## config.mk

```make
export PLATFORM = sky130hd
export DESIGN_NAME = lsm_sequencer_flat
export DESIGN_NICKNAME = d
export VERILOG_FILES = /design/src/rtl/lsm_pkg.sv /design/src/rtl/lsm_sequencer_if.sv /design/src/rtl/lsm_prio_enc.sv /design/src/rtl/lsm_sequencer.sv /design/src/flat_wrapper.sv
export SDC_FILE = /design/constraint.sdc
export NUM_CORES = 1
export LEC_CHECK = 0
export BUFFER_PORTS_ARGS = -buffer_cell sky130_fd_sc_hd__buf_2
export CAP_MARGIN = 20
export CORE_MARGIN = 1.5
export CORE_UTILIZATION = 52
export DETAILED_ROUTE_END_ITERATION = 10
export HOLD_SLACK_MARGIN = 0.05
export PLACE_DENSITY = 0.82
export SLEW_MARGIN = 20
export SYNTH_ARGS = -nofsm -noshare
export SYNTH_HDL_FRONTEND = slang
export SYNTH_SLANG_ARGS = --single-unit
```

## constraint.sdc

```tcl
create_clock -name clk -period 3.1 [get_ports clk]
set_clock_uncertainty 0.2 [all_clocks]
set_input_delay 0.62 -clock clk [delete_from_list [all_inputs] [get_ports clk]]
set_output_delay 0.62 -clock clk [all_outputs]
set_load 0.005 [all_outputs]
```

## src/rtl/lsm_pkg.sv

```systemverilog
// Shared definitions for the LDM/STM register-list sequencer: command codes, states, opcode.
package lsm_pkg;

  localparam int unsigned ListW   = 16;
  localparam int unsigned RegBits = 4;
  localparam int unsigned CntW    = 5;

  localparam logic [2:0] LSM_NOP   = 3'b000;
  localparam logic [2:0] LSM_START = 3'b001;
  localparam logic [2:0] LSM_STEP  = 3'b010;
  localparam logic [2:0] LSM_ABORT = 3'b011;

  // IR[27:25] for the block data transfer class
  localparam logic [2:0] LSM_OPCODE = 3'b100;

  typedef enum logic [1:0] {
    StIdle   = 2'd0,
    StActive = 2'd1,
    StDone   = 2'd2
  } lsm_state_e;

  function automatic logic [CntW-1:0] popcount16(input logic [ListW-1:0] v);
    logic [CntW-1:0] c;
    c = '0;
    for (int i = 0; i < int'(ListW); i++) begin
      c = c + CntW'(v[i]);
    end
    return c;
  endfunction

endpackage

```

## src/rtl/lsm_sequencer_if.sv

```systemverilog
// Command/IR inputs and per-transfer outputs between the control unit and the LSM sequencer.
interface lsm_sequencer_if;
  import lsm_pkg::*;

  logic               lsm_en;
  logic [2:0]         lsm_in;
  logic [31:0]        ir;
  logic               lsm_detect;
  logic               lsm_end;
  logic               busy;
  logic [RegBits-1:0] reg_sel;
  logic [CntW-1:0]    xfer_cnt;
  logic [31:0]        addr_ofs;
  logic [31:0]        wb_ofs;

  modport master (
    output lsm_en, lsm_in, ir,
    input  lsm_detect, lsm_end, busy, reg_sel, xfer_cnt, addr_ofs, wb_ofs
  );

  modport slave (
    input  lsm_en, lsm_in, ir,
    output lsm_detect, lsm_end, busy, reg_sel, xfer_cnt, addr_ofs, wb_ofs
  );
endinterface

```

## src/rtl/lsm_prio_enc.sv

```systemverilog
// Lowest-set-bit encoder for a 16-bit register list, with a non-empty flag.
module lsm_prio_enc
  import lsm_pkg::*;
(
  input  logic [ListW-1:0]   list,
  output logic [RegBits-1:0] idx,
  output logic               valid
);

  // Scan downward so the lowest set bit is the last assignment to win
  always_comb begin
    idx   = '0;
    valid = 1'b0;
    for (int i = int'(ListW) - 1; i >= 0; i--) begin
      if (list[i]) begin
        idx   = RegBits'(i);
        valid = 1'b1;
      end
    end
  end

endmodule

```

## src/rtl/lsm_sequencer.sv

```systemverilog
// LDM/STM sequencer: walks the register list lowest-first and supplies start/writeback offsets.
module lsm_sequencer
  import lsm_pkg::*;
#(
  parameter int unsigned WordBytes = 4
) (
  input logic             clk,
  input logic             rst_n,
  lsm_sequencer_if.slave  bus
);

  lsm_state_e         state_q, state_d;
  logic [ListW-1:0]   list_q, list_d;
  logic [CntW-1:0]    cnt_q, cnt_d;
  logic [RegBits-1:0] reg_sel_q, reg_sel_d;
  logic [31:0]        addr_ofs_q, addr_ofs_d;
  logic [31:0]        wb_ofs_q, wb_ofs_d;

  logic [ListW-1:0]   list_clr;
  logic [ListW-1:0]   enc_in;
  logic [RegBits-1:0] enc_idx;
  logic               enc_valid;
  logic               is_start;
  logic [CntW-1:0]    n;
  logic [31:0]        nbytes;
  logic               p_bit, u_bit;
  logic               unused_ir;

  assign list_clr  = list_q & (list_q - ListW'(1));
  assign is_start  = bus.lsm_en && (bus.lsm_in == LSM_START);
  assign enc_in    = is_start ? bus.ir[15:0] : list_clr;
  assign n         = popcount16(bus.ir[15:0]);
  assign nbytes    = 32'(n) * 32'(WordBytes);
  assign p_bit     = bus.ir[24];
  assign u_bit     = bus.ir[23];
  assign unused_ir = ^{bus.ir[31:28], bus.ir[22:16]};

  lsm_prio_enc u_prio_enc (
    .list  (enc_in),
    .idx   (enc_idx),
    .valid (enc_valid)
  );

  always_comb begin
    state_d    = state_q;
    list_d     = list_q;
    cnt_d      = cnt_q;
    reg_sel_d  = reg_sel_q;
    addr_ofs_d = addr_ofs_q;
    wb_ofs_d   = wb_ofs_q;
    if (bus.lsm_en) begin
      case (bus.lsm_in)
        LSM_START: begin
          list_d    = bus.ir[15:0];
          cnt_d     = n;
          reg_sel_d = enc_idx;
          if (n == '0) begin
            state_d    = StDone;
            addr_ofs_d = '0;
            wb_ofs_d   = '0;
          end else begin
            state_d = StActive;
            case ({p_bit, u_bit})
              2'b01:   addr_ofs_d = '0;
              2'b11:   addr_ofs_d = 32'(WordBytes);
              2'b00:   addr_ofs_d = 32'(WordBytes) - nbytes;
              default: addr_ofs_d = 32'd0 - nbytes;
            endcase
            wb_ofs_d = u_bit ? nbytes : 32'd0 - nbytes;
          end
        end
        LSM_STEP: begin
          if (state_q == StActive) begin
            if (cnt_q == CntW'(1)) begin
              state_d = StDone;
              list_d  = '0;
              cnt_d   = '0;
            end else begin
              list_d = list_clr;
              cnt_d  = cnt_q - CntW'(1);
              if (enc_valid) reg_sel_d = enc_idx;
            end
          end
        end
        LSM_ABORT: begin
          state_d = StIdle;
          list_d  = '0;
          cnt_d   = '0;
        end
        default: ;
      endcase
    end
  end

  always_ff @(posedge clk or negedge rst_n) begin
    if (!rst_n) begin
      state_q    <= StIdle;
      list_q     <= '0;
      cnt_q      <= '0;
      reg_sel_q  <= '0;
      addr_ofs_q <= '0;
      wb_ofs_q   <= '0;
    end else begin
      state_q    <= state_d;
      list_q     <= list_d;
      cnt_q      <= cnt_d;
      reg_sel_q  <= reg_sel_d;
      addr_ofs_q <= addr_ofs_d;
      wb_ofs_q   <= wb_ofs_d;
    end
  end

  assign bus.lsm_detect = (bus.ir[27:25] == LSM_OPCODE);
  assign bus.busy       = (state_q == StActive);
  assign bus.lsm_end    = ((state_q == StActive) && (cnt_q == CntW'(1))) || (state_q == StDone);
  assign bus.reg_sel    = reg_sel_q;
  assign bus.xfer_cnt   = cnt_q;
  assign bus.addr_ofs   = addr_ofs_q;
  assign bus.wb_ofs     = wb_ofs_q;

endmodule

```

## src/flat_wrapper.sv

```systemverilog
// flat-port wrapper written by rule: the top's interface ports become plain ports
module lsm_sequencer_flat import lsm_pkg::*;
#(
  parameter int unsigned WordBytes = 4
)
  (clk, rst_n, bus_lsm_en, bus_lsm_in, bus_ir, bus_lsm_detect, bus_lsm_end, bus_busy, bus_reg_sel, bus_xfer_cnt, bus_addr_ofs, bus_wb_ofs);
  lsm_sequencer_if bus_i ();
  input logic clk;
  input logic rst_n;
  input wire logic [$bits(bus_i.lsm_en)-1:0] bus_lsm_en;
  input wire logic [$bits(bus_i.lsm_in)-1:0] bus_lsm_in;
  input wire logic [$bits(bus_i.ir)-1:0] bus_ir;
  output wire logic [$bits(bus_i.lsm_detect)-1:0] bus_lsm_detect;
  output wire logic [$bits(bus_i.lsm_end)-1:0] bus_lsm_end;
  output wire logic [$bits(bus_i.busy)-1:0] bus_busy;
  output wire logic [$bits(bus_i.reg_sel)-1:0] bus_reg_sel;
  output wire logic [$bits(bus_i.xfer_cnt)-1:0] bus_xfer_cnt;
  output wire logic [$bits(bus_i.addr_ofs)-1:0] bus_addr_ofs;
  output wire logic [$bits(bus_i.wb_ofs)-1:0] bus_wb_ofs;
  assign bus_i.lsm_en = bus_lsm_en;
  assign bus_i.lsm_in = bus_lsm_in;
  assign bus_i.ir = bus_ir;
  assign bus_lsm_detect = bus_i.lsm_detect;
  assign bus_lsm_end = bus_i.lsm_end;
  assign bus_busy = bus_i.busy;
  assign bus_reg_sel = bus_i.reg_sel;
  assign bus_xfer_cnt = bus_i.xfer_cnt;
  assign bus_addr_ofs = bus_i.addr_ofs;
  assign bus_wb_ofs = bus_i.wb_ofs;
  lsm_sequencer #(.WordBytes(WordBytes)) u_core (.clk(clk), .rst_n(rst_n), .bus(bus_i));
endmodule
```

# Word level (Yosys, flattened, before mapping)
# Cells that the tools add are included.
# W data, S select, Z words.
[classes]
addsub = 19
eq_ne = 13
n_mux = 51
n_bitwise = 1
n_reduce_logical = 11
[ops]
columns = ["cell", "count"]
rows = [
  ["$mux W32", 3],
  ["$pmux W32 S3", 1],
  ["$mux W4", 19],
  ["$add A5 B1 Y5", 14],
  ["$mux W16", 3],
  ["$pmux W16 S3", 1],
  ["$and A16 B16 Y16", 1],
  ["$mux W1", 16],
  ["$sub A16 B1 Y16 const B", 1],
  ["$pmux W5 S3", 1],
  ["$mux W5", 2],
  ["$pmux W4 S2", 1],
  ["$sub A1 B7 Y8 const A", 1],
  ["$sub A3 B7 Y8 const A", 1],
  ["$eq A3 B2 Y1 const B", 2],
  ["$mux W2", 3],
  ["$pmux W2 S3", 1],
  ["$eq A5 B1 Y1 const B", 1],
  ["$logic_not A5 Y1", 1],
  ["$reduce_and A5 Y1", 1],
  ["$sub A5 B1 Y5 const B", 1],
  ["$eq A2 B1 Y1 const B", 2],
  ["$eq A2 B2 Y1 const B", 2],
  ["$ne A2 B1 Y1 const B", 2],
  ["other kinds (12)", 14],
]
[totals]
register_bits = 91
inputBits = 38
output_inout_bits = 76
word_cells = 101

# Depth between registers and ports, before layout
[logic_depth]
depth_word = 23
mapped_depth = 21

# By module
# Synthesis repeated with hierarchy kept, for this count alone.
[hier_totals]
hier_cells = 384
area_unflattened_um2 = 3311.9
[by_module_without_submodules]
columns = ["mod", "instances", "cells_each", "area_each_um2"]
rows = [
  ["lsm_sequencer", 1, 351, 3133.0],
  ["lsm_prio_enc", 1, 33, 178.9],
]

# Worst setup path after synthesis
# OpenSTA, ideal clock, no wires.
[synth_path]
path_type = "input port to flip-flop"
start = "input port bus_ir[0]"
end = "register u_core.addr_ofs_q[30] (netlist: u_core.bus.addr_ofs[30])"
setup_ns = 0.068
arrival_time_ns = 5.197
path_slack_ns = -2.365
stages = 20
n_path_buf = 1
cell_sequence = "ha_1 -> inv_1 -> fa_1 -> inv_1 -> fa_1 -> inv_1 -> fa_1 -> fa_1 -> inv_1 -> ha_1 -> nor2b_1 -> o21ai_0 -> a21boi_0 -> or2_2 -> clkbuf_1 -> and3_1 -> ha_1 -> or3_1 -> a31oi_1 -> a221o_1"
[synth_via]
elab_chain_cells = 18
[synth_lines]
columns = ["item", "line_no", "rtl"]
rows = [
  ["from (decl)", "flat_wrapper.sv:12", "input wire logic [$bits(bus_i.ir)-1:0] bus_ir;"],
  ["$add A1 B1 Y2 *", "lsm_pkg.sv:26", "c = c + CntW'(v[i]);"],
  ["$add A5 B1 Y5 * (14 in series)", "lsm_pkg.sv:26", ""],
  ["$sub A1 B7 Y8 or $sub A3 B7 Y8 (tied branches)", "lsm_sequencer.sv:67, lsm_sequencer.sv:66", ""],
  ["$pmux W32 S3", "lsm_sequencer.sv:63", "case ({p_bit, u_bit})"],
  ["$mux W32 *", "lsm_sequencer.sv:57", "if (n == '0) begin"],
  ["to (signal assigned)", "lsm_sequencer.sv:108", "addr_ofs_q <= addr_ofs_d;"],
  ["to (decl)", "lsm_sequencer.sv:16", "logic [31:0] addr_ofs_q, addr_ofs_d;"],
]
# Every way passes the cells marked *; elsewhere a longest branch is shown, timed or not.
# A chain may end at the register's enable or synchronous reset.

# Worst setup path after layout
[layout_path]
start = "input port bus_ir[1]"
end = "register u_core.addr_ofs_q[30] (netlist: u_core.bus.addr_ofs[30])"
# Same word-level chain as after synthesis.

==> metrics.txt <==
status=finished, violations left; failing checks=design-rule violations, negative setup slack; filler cell count in the final layout=519; Reg clk slew, reported paths=0.08 ns; r2r endpoint=u_core.bus.reg_sel[3]$_DFFE_PN0P_; Startpoint Class=primary input; Antenna Cells=0; Max stage delay on crit path=0.56 ns; area delta synth->final=21.7%; number of vias per cell=5.93; CP delay by family, top=adder cells; CTS sink count=39; R2R depth=6; Root Buffer Master=clkbuf_8; die width=85.2 um; worst rel slew slack=0.392; Post-DP Area=4000 um^2; Mean Syn Cell Area=8.48 um^2; Cell Count Post-Placement=557; Primary FF master, synth=dfrtp_1; max_cap viols=0; Final Max Slew Viols=0; ranking of synthesized cells by area=dfrtp_1, buf_4, o21ai_0; Clock Path Buffers=2; most frequent cells in the layout=buf_2, dfrtp_1, buf_4; CP Max Fanout=4; CP Cell Sequence=buf_8 > ha_4 > inv_2 > fa_2 > inv_2 > fa_2 > fa_1 > inv_1 > fa_1 > fa_2 > fa_2 > ha_4 > and3_4 > ha_4 > or3_4 > a31oi_4 > a221o_1; initial antenna violation count=0; Nets=550; slowest CP cell=fa_2; Critical Path Most Common Cell=fa_2; vias in the first global route=3,165; Chip Height=85.2 um; ys async rst share=1.00; RSZ-0062 raised after global routing=true; post-synthesis register bit count=39; final hold slack=0.255 ns; Pleak=2.07 nW; First DRT Iteration DRCs=326; Die Area=7260 um^2; number of synthesized flops with an enable pin=0; Total Power=3.89 mW; Post-Syn Area=3510 um^2; GPL Wtd Cong=0.887; CTS tree=done; Bufs and invs on worst path=4; PwrDens=910 nW/um^2; WL final=9500 um; post-route cell area=4280 um^2; hold_buf cts=0; clock latency on the worst-skew pair=0.29 ns; TritonCTS Buffers=5; dpl ws=-2.34 ns; worst path arrival time=5.15 ns; synth warn=0; sw frac=0.413; Ports=114; Hold Path Class=in -> async; cell taking the most area after synthesis=dfrtp_1; final worst slack=-2.01 ns; layout cell share with drive strength beyond 1=0.396; Tmin final=5.11 ns; Worst-Margin Slew=0.913 ns; DRC Markers=9; largest net degree at the start of global routing=40; final cell count without fillers=570; Distinct cells, synth=65; Reg power frac=0.232; global-route wire length before repair=15,400 um; most common cell after layout, fill and taps aside=buf_2; Crit. End Element=flip-flop; dpl hpwl=6810 um; Synth top area share=0.278; Antenna Nets Post-Route=0; Psw=1.61 mW; row count=29; first drt pass iteration count=9; clock power share=0.131; Seq/Total Area, Yosys=0.278; P_int=2.28 mW; input/output buffers=98; Core Area=6420 um^2; r2r setup slk=0.22 ns; highest clock rate=196 MHz; Syn Inst Count=414; Fin. Hold Viols=0; Total GRT Usage=0.266; FF-to-FF Start=u_core.list_q[6]$_DFFE_PN0P_; WP data required=3.13 ns; largest vdd supply drop=0.508 mV; worst setup path class=in -> reg; period utilization=1.65; Final setup viols=19; total gr overflow=0; H-tree depth=2; routed len/inst=16.7 um; Comb power frac=0.637; vias=3,380; Initial Util=0.547
==> sequential cells by signal, summed over array words and instances (netlist names) <==
signal and cells:
u_core.list_q 16, u_core.bus.addr_ofs 6, u_core.bus.wb_ofs 6, u_core.bus.xfer_cnt 5, u_core.bus.reg_sel 4, u_core.state_q 2
==> worst reg2reg max path, stage by stage, from the launching register on <==
cell and delay, ns:
dfrtp_1 0.46, or4_1 0.73, o41ai_1 0.46, and2_1 0.20, a32o_1 0.25, a31oi_4 0.16, mux2_4 0.32
==> power groups by stage <==
stage	logic, mW	registers (mW)	clock network [mW]
floorplan	1.79	0.876	0
global placement	2.19	0.888	0
detailed placement	2.24	0.899	0
CTS	2.41	0.893	0.512
global route	2.70	0.938	0.537
finish	2.48	0.903	0.509
==> routing by layer <==
layer	routed length, um	GRT usage	vias to the layer above
li1	-	-	1586
met1	4080	0.372	1618
met2	4510	0.418	159
met3	734	0.0438	17
met4	169	0.0909	0
met5	0	0	-
==> kinds of logic after synthesis <==
group | count (synthesis) | share of synthesized area
simple gates | 112 | 0.178
other cells | 1 | 0.00107
compound gates | 121 | 0.231
xor+xnor | 8 | 0.0199
mux | 7 | 0.0214
buf+inv | 105 | 0.175
fa+ha+maj | 21 | 0.0958
flops | 39 | 0.278
==> final cells by class <==
type | count | area, um^2 | share of cell area
clock buffers | 6 | 72.6 | 0.0170
inverters | 32 | 120 | 0.0281
clock inverters | 2 | 60.1 | 0.0140
well taps | 77 | 96.3 | 0.0225
flip-flops and latches | 39 | 976 | 0.228
multi-input cells | 273 | 2090 | 0.490
repair buffers | 141 | 856 | 0.200
==> worst max-delay path by stage <==
stage	from	end	slack [ns]	cells after the start
global placement	bus_ir[1]	u_core.bus.addr_ofs[30]$_DFFE_PN0P_	-2.24	17
floorplan	bus_ir[1]	u_core.bus.addr_ofs[6]$_DFFE_PN0P_	-2.03	15
detailed placement	bus_ir[1]	u_core.bus.addr_ofs[6]$_DFFE_PN0P_	-2.34	16
finish	bus_ir[1]	u_core.bus.addr_ofs[30]$_DFFE_PN0P_	-2.01	17
global route	bus_ir[1]	u_core.bus.addr_ofs[6]$_DFFE_PN0P_	-2.09	19
CTS	bus_ir[1]	u_core.bus.addr_ofs[30]$_DFFE_PN0P_	-2.00	17
==> timing repair <==
action                                 in CTS  in global routing
setup endpoints to repair                  19                 19
pin swaps                                   9                 12
gates resized for setup                    23                 11
buffers inserted                            4                  7
endpoints found under the hold margin       0                  0
==> through the flow <==
step / utilization / TNS (ns)
2_1_floorplan: - / -31.87
3_3_place_gp: 0.623 / -37.45
3_5_place_dp: 0.623 / -38.33
4_1_cts: 0.660 / -31.77
5_1_grt: 0.666 / -34.49
6_report: 0.666 / -33.09
==> Yosys cell counts, drive strengths merged (10+ instances only) <==
cell and number:
buf 58, dfrtp 39, nor2 27, o21ai 42
a21oi 16, clkbuf 15, inv 32, nand2 19
a22o 13, fa 10, ha 10, nor3 12
No activity file was read; power rests on OpenSTA's default activity.
